### config.mk
export PLATFORM = sky130hd
export DESIGN_NAME = mem_stage
export DESIGN_NICKNAME = d
export VERILOG_FILES = /design/src/rtl/mem_stage_pkg.sv /design/src/rtl/mem_format.sv /design/src/rtl/mem_stage.sv
export SDC_FILE = /design/constraint.sdc
export NUM_CORES = 1
export LEC_CHECK = 0
export ABC_AREA = 1
export CAP_MARGIN = 20
export CELL_PAD_IN_SITES_DETAIL_PLACEMENT = 0
export CELL_PAD_IN_SITES_GLOBAL_PLACEMENT = 1
export CORE_ASPECT_RATIO = 2
export CORE_MARGIN = 8
export CORE_UTILIZATION = 26
export CTS_CLUSTER_DIAMETER = 80
export DETAILED_ROUTE_END_ITERATION = 8
export GPL_TIMING_DRIVEN = 1
export PLACE_DENSITY = 0.81
export RECOVER_POWER = 50
export SYNTH_ARGS = -nofsm -noshare
export SYNTH_HDL_FRONTEND = slang
export SYNTH_SLANG_ARGS = --single-unit
### constraint.sdc
create_clock -name clk -period 2 [get_ports clk]
set_clock_uncertainty 0.2 [all_clocks]
set_input_delay 0.3 -clock clk [delete_from_list [all_inputs] [get_ports clk]]
set_output_delay 0.3 -clock clk [all_outputs]
set_load 0.005 [all_outputs]
### src/rtl/mem_stage_pkg.sv
// Shared LC-3b types for the memory-access stage: memory op field,
// stage state encoding and the control word that carries mem_op.
package mem_stage_pkg;

   typedef enum logic [2:0] {
      mem_none,
      mem_ldr,
      mem_str,
      mem_ldb,
      mem_stb,
      mem_ldi,
      mem_sti
   } lc3b_mem_op;

   typedef enum logic [1:0] {
      IDLE,
      INDIRECT,
      DONE
   } lc3b_mem_state;

   typedef struct packed {
      logic [3:0] opcode;
      logic       load_regfile;
      logic       load_cc;
      lc3b_mem_op mem_op;
   } lc3b_control;

   localparam int CONTROL_WIDTH = $bits(lc3b_control);

   // A squashed bubble must never touch memory, so its mem_op is mem_none.
   localparam lc3b_control SQUASH_CONTROL = '{
      opcode:       4'b0000,
      load_regfile: 1'b0,
      load_cc:      1'b0,
      mem_op:       mem_none
   };

   function automatic logic isIndirect(input lc3b_mem_op op);
      return (op == mem_ldi) || (op == mem_sti);
   endfunction

   function automatic logic isStore(input lc3b_mem_op op);
      return (op == mem_str) || (op == mem_stb);
   endfunction

endpackage

### src/rtl/mem_format.sv
// Combinational address/data formatting for the first memory access:
// byte select with sign extension on loads, lane replication on stores.
import mem_stage_pkg::*;

module mem_format (
   input  lc3b_mem_op  memOp_i,
   input  logic [15:0] aluIn_i,
   input  logic [15:0] sr2In_i,
   input  logic [15:0] rdata_i,
   output logic [15:0] addr_o,
   output logic [15:0] wdata_o,
   output logic [1:0]  byteEn_o,
   output logic [15:0] loadData_o
);

   logic [7:0] selByte;

   always_comb begin
      addr_o     = aluIn_i & 16'hFFFE;
      wdata_o    = sr2In_i;
      byteEn_o   = 2'b11;
      selByte    = aluIn_i[0] ? rdata_i[15:8] : rdata_i[7:0];
      loadData_o = rdata_i;
      if (memOp_i == mem_ldb) begin
         addr_o     = aluIn_i;
         loadData_o = {{8{selByte[7]}}, selByte};
      end
      if (memOp_i == mem_stb) begin
         addr_o   = aluIn_i;
         wdata_o  = {sr2In_i[7:0], sr2In_i[7:0]};
         byteEn_o = aluIn_i[0] ? 2'b10 : 2'b01;
      end
   end

endmodule

### src/rtl/mem_stage.sv
// LC-3b memory-access stage: issues data-memory requests, handles the
// two-access indirect ops and stalls the pipeline until the op completes.
import mem_stage_pkg::*;

module mem_stage (
   input  logic        clk,
   input  logic        reset,
   input  lc3b_mem_op  mem_op,
   input  logic [15:0] ALU_in,
   input  logic [15:0] sr2_in,
   input  logic [15:0] dmem_rdata,
   input  logic        dmem_resp,
   output logic [15:0] dmem_address,
   output logic [15:0] dmem_wdata,
   output logic        dmem_read,
   output logic        dmem_write,
   output logic [1:0]  dmem_byte_enable,
   output logic [15:0] mem_data_out,
   output logic        mem_done,
   output logic        stall_pipeline
);

   lc3b_mem_state state_q, state_d;
   logic [15:0]   mdr_q, mdr_d;
   logic [15:0]   ptr_q, ptr_d;

   logic [15:0] fmtAddr;
   logic [15:0] fmtWdata;
   logic [1:0]  fmtByteEn;
   logic [15:0] fmtLoad;

   mem_format u_format (
      .memOp_i    (mem_op),
      .aluIn_i    (ALU_in),
      .sr2In_i    (sr2_in),
      .rdata_i    (dmem_rdata),
      .addr_o     (fmtAddr),
      .wdata_o    (fmtWdata),
      .byteEn_o   (fmtByteEn),
      .loadData_o (fmtLoad)
   );

   always_ff @(posedge clk) begin
      if (reset) begin
         state_q <= IDLE;
         mdr_q   <= 16'h0000;
         ptr_q   <= 16'h0000;
      end else begin
         state_q <= state_d;
         mdr_q   <= mdr_d;
         ptr_q   <= ptr_d;
      end
   end

   always_comb begin
      state_d = state_q;
      mdr_d   = mdr_q;
      ptr_d   = ptr_q;
      case (state_q)
         IDLE: begin
            if (mem_op != mem_none && dmem_resp) begin
               if (isIndirect(mem_op)) begin
                  ptr_d   = dmem_rdata;
                  state_d = INDIRECT;
               end else begin
                  if (!isStore(mem_op)) mdr_d = fmtLoad;
                  state_d = DONE;
               end
            end
         end
         INDIRECT: begin
            if (dmem_resp) begin
               if (mem_op == mem_ldi) mdr_d = dmem_rdata;
               state_d = DONE;
            end
         end
         DONE:    state_d = IDLE;
         default: state_d = IDLE;
      endcase
   end

   // Reset overrides the request strobes so an aborted access cannot leak out.
   always_comb begin
      dmem_address     = 16'h0000;
      dmem_wdata       = 16'h0000;
      dmem_read        = 1'b0;
      dmem_write       = 1'b0;
      dmem_byte_enable = 2'b00;
      mem_done         = 1'b0;
      stall_pipeline   = 1'b0;
      case (state_q)
         IDLE: begin
            if (mem_op != mem_none) begin
               dmem_address   = fmtAddr;
               stall_pipeline = 1'b1;
               if (isStore(mem_op)) begin
                  dmem_write       = 1'b1;
                  dmem_wdata       = fmtWdata;
                  dmem_byte_enable = fmtByteEn;
               end else begin
                  dmem_read = 1'b1;
               end
            end
         end
         INDIRECT: begin
            dmem_address   = ptr_q & 16'hFFFE;
            stall_pipeline = 1'b1;
            if (mem_op == mem_sti) begin
               dmem_write       = 1'b1;
               dmem_wdata       = sr2_in;
               dmem_byte_enable = 2'b11;
            end else begin
               dmem_read = 1'b1;
            end
         end
         DONE:    mem_done = 1'b1;
         default: ;
      endcase
      if (reset) begin
         dmem_read        = 1'b0;
         dmem_write       = 1'b0;
         dmem_byte_enable = 2'b00;
      end
   end

   assign mem_data_out = mdr_q;

endmodule

[After elaboration in Yosys (flattened, before gate mapping)]
Index checks and enable logic that the tools add are counted.
Operators by class
  magnitude comparators: 0
  reductions and logical operators: 9
  bitwise logic cells: 0
  add/sub/neg operators: 0
  mux-type cells: 41
  shift-type cells: 0
  multipliers: 0
  div/mod/pow operators: 0
  eq/ne operators: 12
Operator list (number)
  2-to-1 mux 16 bit: 11
  case mux 16 bit (2 select lines): 3
  2-to-1 mux 2 bit: 9
  2-to-1 mux 1 bit: 12
  inequality test 2 bit, second input constant: 5
  == test 3 bit, second input constant: 3
  2-to-1 mux 8 bit: 1
  case mux 2 bit (2 select lines): 2
  == test 3 x 2 -> 1 bit, second input constant: 2
  case mux 1 bit (2 select lines): 3
  AND reduction 6 bit: 1
  AND reduction 3 bit: 1
  nonzero test 3 bit: 1
  == test 2 x 1 -> 1 bit, second input constant: 1
  == test 2 bit, second input constant: 1
  zero test 2 bit: 1
  logical OR 1 bit: 2
  AND reduction 2 bit: 1
  nonzero test 2 bit: 1
  logical AND 1 bit: 1
Storage, ports and cells
  output and inout port bits: 54
  memories: 0
  latch bits: 0
  ROM bits: 0
  logic and storage cells: 65
  register bits: 34
  bits of input ports: 54
  RAM bits: 0

[Logic depth before layout (Yosys ltp)]
  word-level depth: 6
  mapped depth: 10
  depth with buffers taken out: 9

[Cells and area by module]
Synthesis repeated with hierarchy kept, for this count alone.
Unflattened totals
  cell total of the unflattened synthesis: 461
  area total of the unflattened synthesis: 2727.6 um^2
By module, submodules not included
  mem_stage: instances 1, seq. area each 660.6 um^2, area an instance 2105.8 um^2, cells an instance 335
  mem_format: instances 1, seq. area each 0.0 um^2, area an instance 621.8 um^2, cells an instance 126

[Worst setup path before layout]
No wires, ideal clock.
  path kind: register to output
  start: register state_q[1]
  end: output port dmem_wdata[10]
  buffers on the path: 0
  arrival time: 1148 ps
  slack: 352 ps
  cell stages (with the launch flop): 6
  required time: 1500 ps
  path through: dfxtp_1 inv_1 nand2_2 nor2_1 a21oi_1 o22ai_1
On the way
  longest elaborated chain between the ends: 2
  elaborated cells on any way between the ends: 3
  classes of those cells: 1 x eq/ne; 1 x mux; 1 x reduce/logical
Ends and longest elaborated chain
  start: declaration: RTL line mem_stage.sv:23  | lc3b_mem_state state_q, state_d;
  start signal: assignment: RTL line mem_stage.sv:49  | state_q <= state_d;
  == test 2 x 1 -> 1 bit / zero test 2 bit (equally long branches): RTL line mem_stage.sv:91  | case (state_q)
  case mux 16 bit (2 select lines) (*): RTL line mem_stage.sv:91
  end: declaration: RTL line mem_stage.sv:14  | output logic [15:0] dmem_wdata,
Mark *: on every way between the ends. The rest lies on a longest branch, timed or not.

[Final worst setup path]
  start: register state_q[1]
  end: output port dmem_address[7]
On the way
  longest elaborated chain between the ends: 2
  elaborated cells on any way between the ends: 3
  classes of those cells: 1 x eq/ne; 1 x mux; 1 x reduce/logical
Ends and longest elaborated chain
  == test 2 x 1 -> 1 bit / zero test 2 bit (equally long branches): RTL line mem_stage.sv:91
  case mux 16 bit (2 select lines) (*): RTL line mem_stage.sv:91
  end: declaration: RTL line mem_stage.sv:13  | output logic [15:0] dmem_address,
Marked as above.

==> metrics.md <==
| Metric | Value |
|---|---|
| Peak supply drop | 0.316 mV |
| Clock root buffer | clkbuf_16 |
| H-tree depth | 2 |
| Fin. Hold Viols | 0 |
| Slowest cell on the critical path | dfxtp_4 |
| Ys Warns | 0 |
| LEAKAGE | 1.97 nW |
| Pwr Density | 632 nW/µm² |
| Post-Syn Area | 2130 µm² |
| Total CTS buffers | 5 |
| Status | complete, but fails checks |
| Port-buffer cells | 107 |
| Total congestion overflow | 0 |
| Core ar. | 7940 µm² |
| Fmax | 482 MHz |
| Core Util, Final | 0.482 |
| Largest stage delay, worst path | 0.36 ns |
| Area grow syn2layout | 79.9% |
| Commonest non-fill, non-tap cell in the layout | nand2_1 |
| Filler Cell Count | 796 |
| DP Area | 3550 µm² |
| Hold_ws | 0.272 ns |
| RSZ-0062 raised after global routing | true |
| Commonest non-fill, non-tap cells in the layout | 79 x nand2_1, 61 x nor2_1, 55 x clkdlybuf4s50_1, 34 x inv_1, 31 x dfxtp_1 |
| Clk pin slew, worst setup/hold paths | 0.05 ns |
| Final instance count without filler cells | 574 |
| Initial DRC Count | 79 |
| Setup WS post-layout | -0.0767 ns |
| Total GRT Usage | 0.135 |
| Dpl cells | 553 |
| Detail Placement HPWL | ~6.3 mm |
| Residual DRC | 0 |
| Crit-path max FO | 6 |
| IO Pins | 108 |
| Register area share after synthesis | 0.311 |
| Synthesis-stage register bit count | 33 |
| Width of the die | about 80 µm |
| Final setup fails | 10 |
| Die Height | 144 µm |
| Slew HR | 0.811 |
| Via-to-Cell Ratio | 4.45 |
| Reg2Reg Setup Slack | 0.17 ns |
| Worst-path cell chain | nor2_4 > inv_2 > nor2_4 > buf_6 > buf_6 > buf_6 > a22o_1 > buf_2 |
| Final TNS setup | -0.285 ns |
| Hold Path Class | register to register |
| Antenna Cells | 0 |
| Clk_lat worst skew | around 0.28 ns |
| Multi-input logic area | 1330 µm² |
| Die footprint | 11500 µm² |
| Measured slew at the worst slew-check pin | 0.283 ns |
| Clk buf depth | 2 |
| Worst r2r src | state_q[1]$_SDFFE_PP0P_ |
| Worst Setup SP | state_q[1]$_SDFFE_PP0P_ |
| Site Rows | 46 |
| Pin count of the biggest net entering global routing | 32 |
| GPL Wtd Cong | 0.842 |
| Post-Syn Area per Cell | 6.50 µm² |
| Worst slack, placed | -0.678 ns |
| Worst Path Buf+Inv | 5 |
| Worst Path Arrival | 1.58 ns |
| Final Cycle Share | 1.04 |
| Crit path time final | 2.08 ns |
| Post-synthesis cell type count | 25 |
| Top cell by count, worst path | buf_6 |
| Post-Syn Nets | about 380 |
| Hold Path Origin | mem_data_out[7]$_SDFFE_PP0P_ |
| Clock Sink Count | 33 |
| Final nets | around 530 |
| Max-cap violations | 0 |
| Finished Cell Area | between 3000 and 4000 µm² |
| Total power | 2.42 mW |
| Initial antenna violation count | 0 |
| DRT Pass-1 Iters | 4 |
| Top delay family on crit path | buffers and inverters |
| Failing checks | setup timing |
| Crit Path Class | register to output port |
| Final ANT Viol Nets | 0 |
| Routed wire length | around 8.0 mm |
| CP Capture Type | output port |
| Synthesized instance count | approximately 330 |
| Vias | 2555 |
| Startpoint type of the worst setup path | register |
| Final max-slew violation count | 0 |
| Starting Density | 0.268 |
| Worst EP required | 1.50 ns |
| Layout cells sized above 1 | 0.314 |
| First-pass GRT wire length | around 12 mm |
| CTS tree | done |
| Wirelength per Cell | 13.9 µm |
| Seq. cell area | 668 µm² |
| Vias in the first global route | between 2000 and 3000 |
-- synthesized netlist by cell type --
cell      count  share of area
a21oi_1       2         0.0047
a22o_1       15          0.062
a22oi_1       1         0.0035
buf_2         2         0.0047
buf_4         4          0.014
buf_6         5          0.026
clkbuf_1      2         0.0035
dfxtp_1      33           0.31
inv_1        37          0.065
inv_2         5         0.0088
inv_4         1         0.0029
nand2_1      82           0.14
nand2_2       4          0.012
nand2_4       5          0.026
nand3_1       4         0.0094
nand3_4       1         0.0082
nand4_1       7          0.021
nor2_1       72           0.13
nor2_2       11          0.032
nor2_4        4          0.021
nor2_8        2          0.019
o21a_1        2         0.0071
o21ai_0      16          0.038
o21ai_1       3         0.0071
o22ai_1       7          0.021
-- worst paths after layout --
check | endpoint | depth (start not counted)
worst max-delay path | dmem_address[7] | 8
worst min-delay path | mem_data_out[7]$_SDFFE_PP0P_ | 2
worst max register to register | mem_data_out[15]$_SDFFE_PP0P_ | 12
worst min register to register | mem_data_out[7]$_SDFFE_PP0P_ | 2
-- power breakdown --
part / switching, mW / total (mW) / internal, mW
registers: 0.0351 / 0.757 / 0.722
logic: 0.390 / 0.855 / 0.465
clock network: 0.279 / 0.805 / 0.526
-- cell type report --
| class | instances | area share |
|---|---|---|
| Timing Repair Buffer | 156 | 0.360 |
| Multi-Input combinational cell | 238 | 0.347 |
| Sequential cell | 33 | 0.175 |
| Inverter | 43 | 0.0455 |
| Clock buffer | 7 | 0.0399 |
| Tap cell | 96 | 0.0314 |
| Clock inverter | 1 | 0.00131 |
-- cells by family (layout without fill, tap and decap cells) --
kind of cell,Yosys count,in the layout,share of synthesized area
compound gates,46,46,0.142
buf+inv,56,207,0.126
flops,33,33,0.311
simple gates,192,192,0.421
-- repair_timing --
item                                    in CTS  in global routing
endpoints found under the setup margin      41                 36
endpoints found under the hold margin        0                  0
pin swaps                                    8                  7
resized for setup                          164                 41
setup buffers                               12                  2
hold buffers                                 0                  0
-- tightest hold or removal path, delay by kind of cell, from the launching register on --
| kind | cells | cell delay, ns |
|---|---|---|
| simple gates | 2 | 0.12 |
| flops | 1 | 0.32 |
-- layer usage --
layer / global-route usage / vias to the layer above / wire (µm)
met5: 0 / - / 0
met4: 0.0743 / 0 / 255
met3: 0.0332 / 17 / 438
met2: 0.250 / 83 / 4380
met1: 0.128 / 1132 / 2890
li1: - / 1323 / -
-- flip-flops by register name, summed over array words and instances (netlist names) --
signal,count
mem_data_out,16
state_q,2
ptr_q,15
(Power assumes the default switching activity.)
